==> src/rtl/mgmt_hub.sv <==
// mgmt_hub: management-bus interconnect between one mgmt master and N_SLV mgmt slaves.
//
// The hub decodes mgmt_adr[SEL_LSB +: SEL_W] against SLV_ID and routes each request to exactly
// one slave. If more than one slave matches, the lowest index wins. Read data comes back through
// a registered path. An unmapped address gets a response generated by the hub itself. Only one
// transaction can be outstanding at a time. Protocol errors are recorded in sticky flags.
//
// Ports
//   clk, rstn                       system clock, asynchronous active-low reset
//   mgmt_req/adr/rwn/wen/txd        master request; req is held until mgmt_ack
//   mgmt_ack                        request accepted (one-cycle pulse, combinational)
//   mgmt_rxe/mgmt_rxd               registered read-data pulse; rxd holds its last value
//   slv_req                         one-hot request to the selected slave
//   slv_adr/rwn/wen/txd             combinational broadcast of the master fields
//   slv_ack/slv_rxe/slv_rxd         per-slave ack, read-valid and read data (slice i = slave i)
//   err_stat                        sticky {stray_rxe, timeout, decerr}; err_clr clears it
//
// Configuration
//   MGMT_HUB_TIMEOUT_EN  when defined, the hub gives up on a slave after TIMEOUT cycles,
//                        both while waiting for ack and while waiting for rxe, and answers
//                        with ERR_DATA. When undefined, there is no counter and the timeout
//                        flag is tied to 0.
module mgmt_hub #(
  parameter int unsigned            N_SLV    = 5,
  parameter int unsigned            SEL_LSB  = 12,
  parameter int unsigned            SEL_W    = 4,
  parameter logic [N_SLV*SEL_W-1:0] SLV_ID   = 20'h43210,
  parameter int unsigned            TMO_W    = 8,
  parameter int unsigned            TIMEOUT  = 255,
  parameter logic [31:0]            ERR_DATA = 32'hDEADBEEF
) (
  input  logic                clk,
  input  logic                rstn,
  input  logic                mgmt_req,
  input  logic [31:0]         mgmt_adr,
  input  logic                mgmt_rwn,
  input  logic [1:0]          mgmt_wen,
  input  logic [31:0]         mgmt_txd,
  output logic                mgmt_ack,
  output logic                mgmt_rxe,
  output logic [31:0]         mgmt_rxd,
  output logic [N_SLV-1:0]    slv_req,
  output logic [31:0]         slv_adr,
  output logic                slv_rwn,
  output logic [1:0]          slv_wen,
  output logic [31:0]         slv_txd,
  input  logic [N_SLV-1:0]    slv_ack,
  input  logic [N_SLV-1:0]    slv_rxe,
  input  logic [N_SLV*32-1:0] slv_rxd,
  output logic [2:0]          err_stat,
  input  logic                err_clr
);

  localparam int unsigned SIDX_W = (N_SLV > 1) ? $clog2(N_SLV) : 1;

  // Elaboration-time sanity check on the timeout configuration.
  if (TMO_W < 1 || TMO_W > 31 || TIMEOUT >= (32'd1 << TMO_W)) begin : g_tmo_chk
    $error("mgmt_hub: TIMEOUT must fit in TMO_W bits");
  end

  typedef enum logic [1:0] {StIdle, StWaitRxd, StErrRsp} state_e;

  state_e             state_q, state_d;
  logic [SIDX_W-1:0]  sel_q, sel_d;
  logic               rwn_q, rwn_d;
  logic               rxe_q, rxe_d;
  logic [31:0]        rxd_q, rxd_d;
  logic [2:0]         err_q, err_d;

  logic               any_hit;
  logic [SIDX_W-1:0]  hit_idx;
  logic [N_SLV-1:0]   rxe_ok;
  logic               set_dec, set_tmo;
  logic               tmo_hit;

  assign slv_adr  = mgmt_adr;
  assign slv_rwn  = mgmt_rwn;
  assign slv_wen  = mgmt_wen;
  assign slv_txd  = mgmt_txd;
  assign mgmt_rxe = rxe_q;
  assign mgmt_rxd = rxd_q;
  assign err_stat = err_q;

  // Descending scan so the lowest matching index wins on duplicate IDs.
  always_comb begin
    any_hit = 1'b0;
    hit_idx = '0;
    for (int i = int'(N_SLV) - 1; i >= 0; i--) begin
      if (mgmt_adr[SEL_LSB +: SEL_W] == SLV_ID[i*SEL_W +: SEL_W]) begin
        any_hit = 1'b1;
        hit_idx = SIDX_W'(i);
      end
    end
  end

`ifdef MGMT_HUB_TIMEOUT_EN
  logic [TMO_W-1:0] cnt_q, cnt_d;

  assign tmo_hit = (cnt_q == TMO_W'(TIMEOUT));

  // Counts cycles of an unacked held request in IDLE, or cycles without rxe in WAIT_RXD.
  // Any other case (ack, rxe, timeout, idle bus) restarts it from zero.
  always_comb begin
    cnt_d = '0;
    if (!tmo_hit &&
        ((state_q == StIdle && mgmt_req && any_hit && !slv_ack[hit_idx]) ||
         (state_q == StWaitRxd && !slv_rxe[sel_q]))) begin
      cnt_d = (cnt_q == '1) ? cnt_q : cnt_q + 1'b1;
    end
  end

  always_ff @(posedge clk or negedge rstn) begin
    if (!rstn) cnt_q <= '0;
    else       cnt_q <= cnt_d;
  end
`else
  assign tmo_hit = 1'b0;
`endif

  always_comb begin
    state_d  = state_q;
    sel_d    = sel_q;
    rwn_d    = rwn_q;
    rxe_d    = 1'b0;
    rxd_d    = rxd_q;
    slv_req  = '0;
    mgmt_ack = 1'b0;
    rxe_ok   = '0;
    set_dec  = 1'b0;
    set_tmo  = 1'b0;

    unique case (state_q)
      StIdle: begin
        if (mgmt_req) begin
          rwn_d = mgmt_rwn;
          if (!any_hit) begin
            state_d = StErrRsp;
            set_dec = 1'b1;
          end else if (tmo_hit) begin
            // slv_req stays low this cycle so a late ack cannot complete the transfer.
            state_d = StErrRsp;
            set_tmo = 1'b1;
          end else begin
            sel_d            = hit_idx;
            slv_req[hit_idx] = 1'b1;
            mgmt_ack         = slv_ack[hit_idx];
            if (slv_ack[hit_idx] && mgmt_rwn) begin
              if (slv_rxe[hit_idx]) begin
                // Zero-latency read: rxe together with ack completes the transfer.
                rxe_ok[hit_idx] = 1'b1;
                rxe_d           = 1'b1;
                rxd_d           = slv_rxd[32*int'(hit_idx) +: 32];
              end else begin
                state_d = StWaitRxd;
              end
            end
          end
        end
      end
      StWaitRxd: begin
        if (slv_rxe[sel_q]) begin
          rxe_ok[sel_q] = 1'b1;
          rxe_d         = 1'b1;
          rxd_d         = slv_rxd[32*int'(sel_q) +: 32];
          state_d       = StIdle;
        end else if (tmo_hit) begin
          rxe_d   = 1'b1;
          rxd_d   = ERR_DATA;
          set_tmo = 1'b1;
          state_d = StIdle;
        end
      end
      StErrRsp: begin
        mgmt_ack = 1'b1;
        if (rwn_q) begin
          rxe_d = 1'b1;
          rxd_d = ERR_DATA;
        end
        state_d = StIdle;
      end
      default: state_d = StIdle;
    endcase

    // Requests and acks are cut off as soon as reset is applied, not at the next edge.
    if (!rstn) begin
      slv_req  = '0;
      mgmt_ack = 1'b0;
    end

    // A new error in the same cycle as err_clr wins.
    err_d = (err_q & ~{3{err_clr}}) | {|(slv_rxe & ~rxe_ok), set_tmo, set_dec};
  end

  always_ff @(posedge clk or negedge rstn) begin
    if (!rstn) begin
      state_q <= StIdle;
      sel_q   <= '0;
      rwn_q   <= 1'b0;
      rxe_q   <= 1'b0;
      rxd_q   <= '0;
      err_q   <= '0;
    end else begin
      state_q <= state_d;
      sel_q   <= sel_d;
      rwn_q   <= rwn_d;
      rxe_q   <= rxe_d;
      rxd_q   <= rxd_d;
      err_q   <= err_d;
    end
  end

endmodule

==> config.mk <==
export PLATFORM = sky130hd
export DESIGN_NAME = mgmt_hub
export DESIGN_NICKNAME = d
export VERILOG_FILES = /design/src/rtl/mgmt_hub.sv
export SDC_FILE = /design/constraint.sdc
export NUM_CORES = 1
export LEC_CHECK = 0
export BUFFER_PORTS_ARGS = -buffer_cell sky130_fd_sc_hd__buf_2
export CORE_AREA = 2 2 136 138
export CTS_BUF_LIST = sky130_fd_sc_hd__clkbuf_2 sky130_fd_sc_hd__clkbuf_4 sky130_fd_sc_hd__clkbuf_8
export DETAILED_ROUTE_END_ITERATION = 16
export DIE_AREA = 0 0 138 140
export GPL_ROUTABILITY_DRIVEN = 1
export PLACE_DENSITY = 0.51
export SLEW_MARGIN = 20
export SYNTH_ARGS = -nofsm -noshare
export SYNTH_HDL_FRONTEND = slang
export SYNTH_SLANG_ARGS = --single-unit
==> constraint.sdc <==
create_clock -name clk -period 2.27 [get_ports clk]
set_clock_uncertainty 0.15 [all_clocks]
set_input_delay 0.1135 -clock clk [delete_from_list [all_inputs] [get_ports clk]]
set_output_delay 0.1135 -clock clk [all_outputs]
set_load 0.01 [all_outputs]
## After elaboration in Yosys (flattened, before gate mapping)

Index checks and enable logic that the tools add are counted.

| storage, ports and cells | value |
|---|---|
| flip-flop bits (word level) | 42 |
| logic and storage cells | 99 |

| operators by class | value |
|---|---|
| $lt $le $gt $ge | 4 |
| eq/ne operators | 14 |
| shift operators | 2 |
| multiplexer cells | 57 |
| bitwise gates (word level) | 5 |
| reduce and logical (&&, ||, !) cells | 11 |

Operators by type and width:

| operator | number |
|---|---|
| $shiftx A160 B9 Y32 | 2 |
| $mux W32 | 6 |
| $pmux W32 S3 | 1 |
| $mux W5 | 9 |
| $mux W1 | 22 |
| $mux W3 | 5 |
| $ne A2 B2 Y1 const B | 6 |
| $mux W2 | 5 |
| $pmux W5 S2 | 1 |
| $bmux W1 S3 | 3 |
| $eq A4 B2 Y1 const B | 2 |
| $lt A3 B4 Y1 const B | 2 |
| $reduce_and A7 Y1 | 1 |
| $demux W1 S3 | 2 |
| $ge A3 B1 Y1 const B | 2 |
| $ne A3 B3 Y1 const B | 2 |
| $and A5 B5 Y5 | 1 |
| $not A5 Y5 | 1 |
| $reduce_or A5 Y1 | 1 |
| $eq A4 B1 Y1 const B | 1 |
| $eq A4 B3 Y1 const B | 1 |
| $logic_not A4 Y1 | 1 |
| $pmux W2 S2 | 1 |
| $reduce_and A4 Y1 | 1 |
| 12 further kinds | 14 |

## Longest topological paths before layout

| logic depth | value |
|---|---|
| depth after elaboration | 19 |
| gate-level depth with buffers | 9 |

## Least setup slack after synthesis

Ideal clock, no wire load.

| timing path | value |
|---|---|
| path kind | register -> register |
| start | register state_q[1] |
| end | register rxd_q[20], in the netlist mgmt_rxd[20] |
| arrival time | 1.897 ns |
| data required time | 1.995 ns |
| path slack | 0.098 ns |
| cell stages (with the launch flop) | 10 |
| period minus slack after synthesis | 2.172 ns |
| cell sequence | dfrtp_1 nand2b_1 buf_2 a31o_2 buf_4 buf_4 mux2i_1 o22a_1 a21oi_1 mux2_2 |

| between the ends | value |
|---|---|
| cells in the longest elaborated chain, start to end | 3 |

Ends and longest elaborated chain:

| item | RTL line | text |
|---|---|---|
| from (decl) | 63 | `state_e state_q, state_d;` |
| from (signal assigned) | 196 | `state_q <= StIdle;` |
| from (signal assigned) | 203 | `state_q <= state_d;` |
| $eq A2 B2 Y1 (tied with other cells) | 132 | `unique case (state_q)` |
| $ne A2 B2 Y1 (no source line) / $reduce_bool A3 Y1 (equally long branches) | -- |  |
| $reduce_and A7 Y1 (no source line) | -- |  |
| to (signal assigned) | 207 | `rxd_q <= rxd_d;` |
| to (decl) | 67 | `logic [31:0] rxd_q, rxd_d;` |

Several ways; a longest one is shown, not always the timed one.
A chain may end at the register's enable or synchronous reset.

## Worst setup path in the final report

| timing path | value |
|---|---|
| start | register state_q[0] |
| end | register rxd_q[14], in the netlist mgmt_rxd[14] |

Same word-level chain as after synthesis.

==> flow_metrics.tcl <==
set metrics [dict create \
    min_path_type "in2reg" \
    cp_slowest_cell "dfrtp_1" \
    clock_path_buffers 2 \
    cts-root-buf "clkbuf_8" \
    htree_levels 2 \
    fmax_mhz 448 \
    p_sw_frac 0.342 \
    fin_area_um2 5450 \
    grt_pass1_vias 4024 \
    synth.area.top_cells "dfrtp_1 27%, mux2i_1 18%, buf_4 14%, mux2_4 11%, o221ai_1 5.4%" \
    slew_headroom 0.613 \
    first_pass_iters 4 \
    grt_max_degree 43 \
    synth_commonest_cells "72 x buf_4, 71 x mux2i_1, 42 x dfrtp_1, 36 x a21oi_1, 29 x mux2_4" \
    grt.total_usage 0.137 \
    synth_seq_cells 42 \
    maxCapViolations 0 \
    grt_pass1_wl_um 21300 \
    syn-cell-area_um2 3930 \
    drc_errors 0 \
    fin_nets 812 \
    worstPathArrival_ps 2290 \
    p_comb_frac 0.474 \
    p_int_uw 2320 \
    avgSynthCellArea_um2 10.0 \
    p_per_area_nw_per_um2 647 \
    place_ws_ps -104 \
    drv_slew 0 \
    die-area_um2 19300 \
    seq_power_share 0.350 \
    status "finished clean" \
    tightestPinTransition_ps 580 \
    finalHoldViolCount 0 \
    area_delta_synth_final_pct 38.7 \
    wl_per_cell_um 17.4 \
    p_leak_uw 0.00245 \
    min_period_ps 2230 \
    setup_slack_ps 35.8 \
    period_share 0.984 \
    gp_congestion 0.828 \
    postRouteAntennaNets 0 \
    fp.dieH_um 140 \
    clk_latency_ps 310 \
    synth_flop_cell "dfrtp_1" \
    grt_overflow 0 \
    yosys.area.top_type "dfrtp_1" \
    cp-end-kind "flip-flop" \
    fin_tns_setup_ps 0 \
    yosysMostFrequentCell "buf_4" \
    dp_hpwl_um 10900 \
    rows 49 \
    hold_slack_ps 22.5 \
    ir_drop_mv 0.311 \
    cts_tree "done" \
    die_w_um 138 \
    path_clk_slew_ps 100 \
    clock-sinks 42 \
    async_reset_ff_frac 1.00 \
    design.core.area_um2 17800 \
    viasPerCell 4.64 \
    path_max_fanout 12 \
    seq_area_frac_synth 0.268 \
    synth_cells 393 \
    yosysWarnings 0 \
    synth_edf_count 0 \
    routed_wirelength_um 14000 \
    power.share.clock 0.176 \
    fill_cells 1896 \
    place_area_um2 5030 \
    p_sw_uw 1210 \
    start_util 0.221 \
    n_antenna_cell 0 \
    drive_above_1_share 0.601 \
    grt_antenna_before_repair 0 \
    port_buffers 225 \
    synth_top_area_frac 0.268 \
    final_util 0.307 \
    worstPathCellList "buf_6 > and3b_1 > a31o_4 > buf_4 > clkbuf_16 > mux2i_1 > o22a_1 > a21oi_1 > mux2_4" \
    required_ps 2320 \
    slowest_delay_ps 430 \
    start_kind "flip-flop" \
    ys_types 52 \
    setup_viol 0 \
    io_pins 350 \
    grt_setup_unrepaired "yes" \
    vias 3717 \
    drt_iter0_markers 90 \
    path_class "reg2reg" \
    cts_made_buffers 5 \
    syn_nets 634 \
]
[per-layer routing]
layer / GRT usage / vias to the layer above / part of all wire
met2: 0.248 / 168 / 0.52
met4: 0.0392 / 0 / 0.014
met3: 0.0427 / 24 / 0.073
li1: - / 1746 / -
met1: 0.155 / 1779 / 0.39
met5: 0 / - / 0
[cells by family (layout without fill, tap and decap cells)]
kind of cell           Yosys count  count (layout)  synth area share
buffers and inverters          100             279             0.176
DFF                             42              42             0.268
and+or+nand+nor                 56              56            0.0831
AOI/OAI and AO/OA               91              91             0.170
muxes                          104             104             0.303
[flip-flops by register name, indices dropped and copies added, names as in the netlist]
name / cells
mgmt_rxe: 1
err_stat: 3
mgmt_rxd: 32
sel_q: 3
rwn_q: 1
state_q: 2
[through the flow]
step	cells	total power [µW]
5_1_grt	801	3760
2_1_floorplan	393	2240
3_3_place_gp	783	2850
3_5_place_dp	783	2860
6_report	801	3520
4_1_cts	799	3530
[final timing paths]
kind	from	to	slack (ps)	cells past startpoint
max in group asynchronous	rstn	mgmt_rxd[5]	1120	3
max	state_q[0]	mgmt_rxd[14]	40	9
max reg2reg	state_q[0]	mgmt_rxd[14]	40	9
min reg2reg	err_stat[0]	err_stat[0]	350	1
min	slv_rxd[133]	mgmt_rxd[5]	20	4
min in group asynchronous	rstn	mgmt_rxd[4]	440	3
[placed cells by master (no fill, tap or decap), types with 4 or more instances in the layout]
cell | synthesis | routed
dfrtp_1 | 42 | 42
nor2_1 | 8 | 8
clkbuf_8 | 0 | 5
buf_12 | 0 | 10
o221ai_1 | 24 | 23
mux2i_1 | 71 | 54
dlygate4sd3_1 | 0 | 4
o22a_1 | 9 | 9
buf_4 | 72 | 22
mux2_4 | 29 | 30
nand2_1 | 17 | 16
a21oi_2 | 1 | 4
mux2i_2 | 0 | 14
a21oi_1 | 36 | 33
buf_6 | 4 | 4
buf_2 | 14 | 225
[worst max-delay path, delay by kind of cell, from the launching register on]
kind                   cells  cell delay (ps)
multiplexers               2              410
flip-flops                 1              430
AND/OR/NAND/NOR            1              170
AO/OA/AOI/OAI              3              480
buffers and inverters      3              480
[power by group through the flow]
stage / registers (µW) / logic, µW / clock network (µW)
6_report: 1230 / 1670 / 620
5_1_grt: 1280 / 1800 / 685
3_3_place_gp: 1250 / 1600 / 0
3_5_place_dp: 1230 / 1630 / 0
2_1_floorplan: 1350 / 885 / 0
4_1_cts: 1230 / 1650 / 652
[area by class of cell]
| class | count | area [µm²] | area share |
|---|---|---|---|
| Clock buffer | 5 | 68.8 | 0.0126 |
| Inverter | 3 | 11.3 | 0.00207 |
| Clock inverter | 3 | 45.0 | 0.00826 |
| Timing Repair Buffer | 268 | 1630 | 0.299 |
| Multi-Input combinational cell | 251 | 2360 | 0.432 |
| Sequential cell | 42 | 1050 | 0.193 |
| Tap cell | 229 | 287 | 0.0526 |
[timing repair]
item | 4_1_cts | 5_1_grt
setup endpoints to repair | 5 | 30
buffers inserted | 4 | 1
pin swaps | 0 | 9
endpoints found under the hold margin | 47 | 0
hold buffers | 4 | 0
resized for setup | 5 | 36
cloned | 0 | 1
No activity file was read; power rests on OpenSTA's default activity.
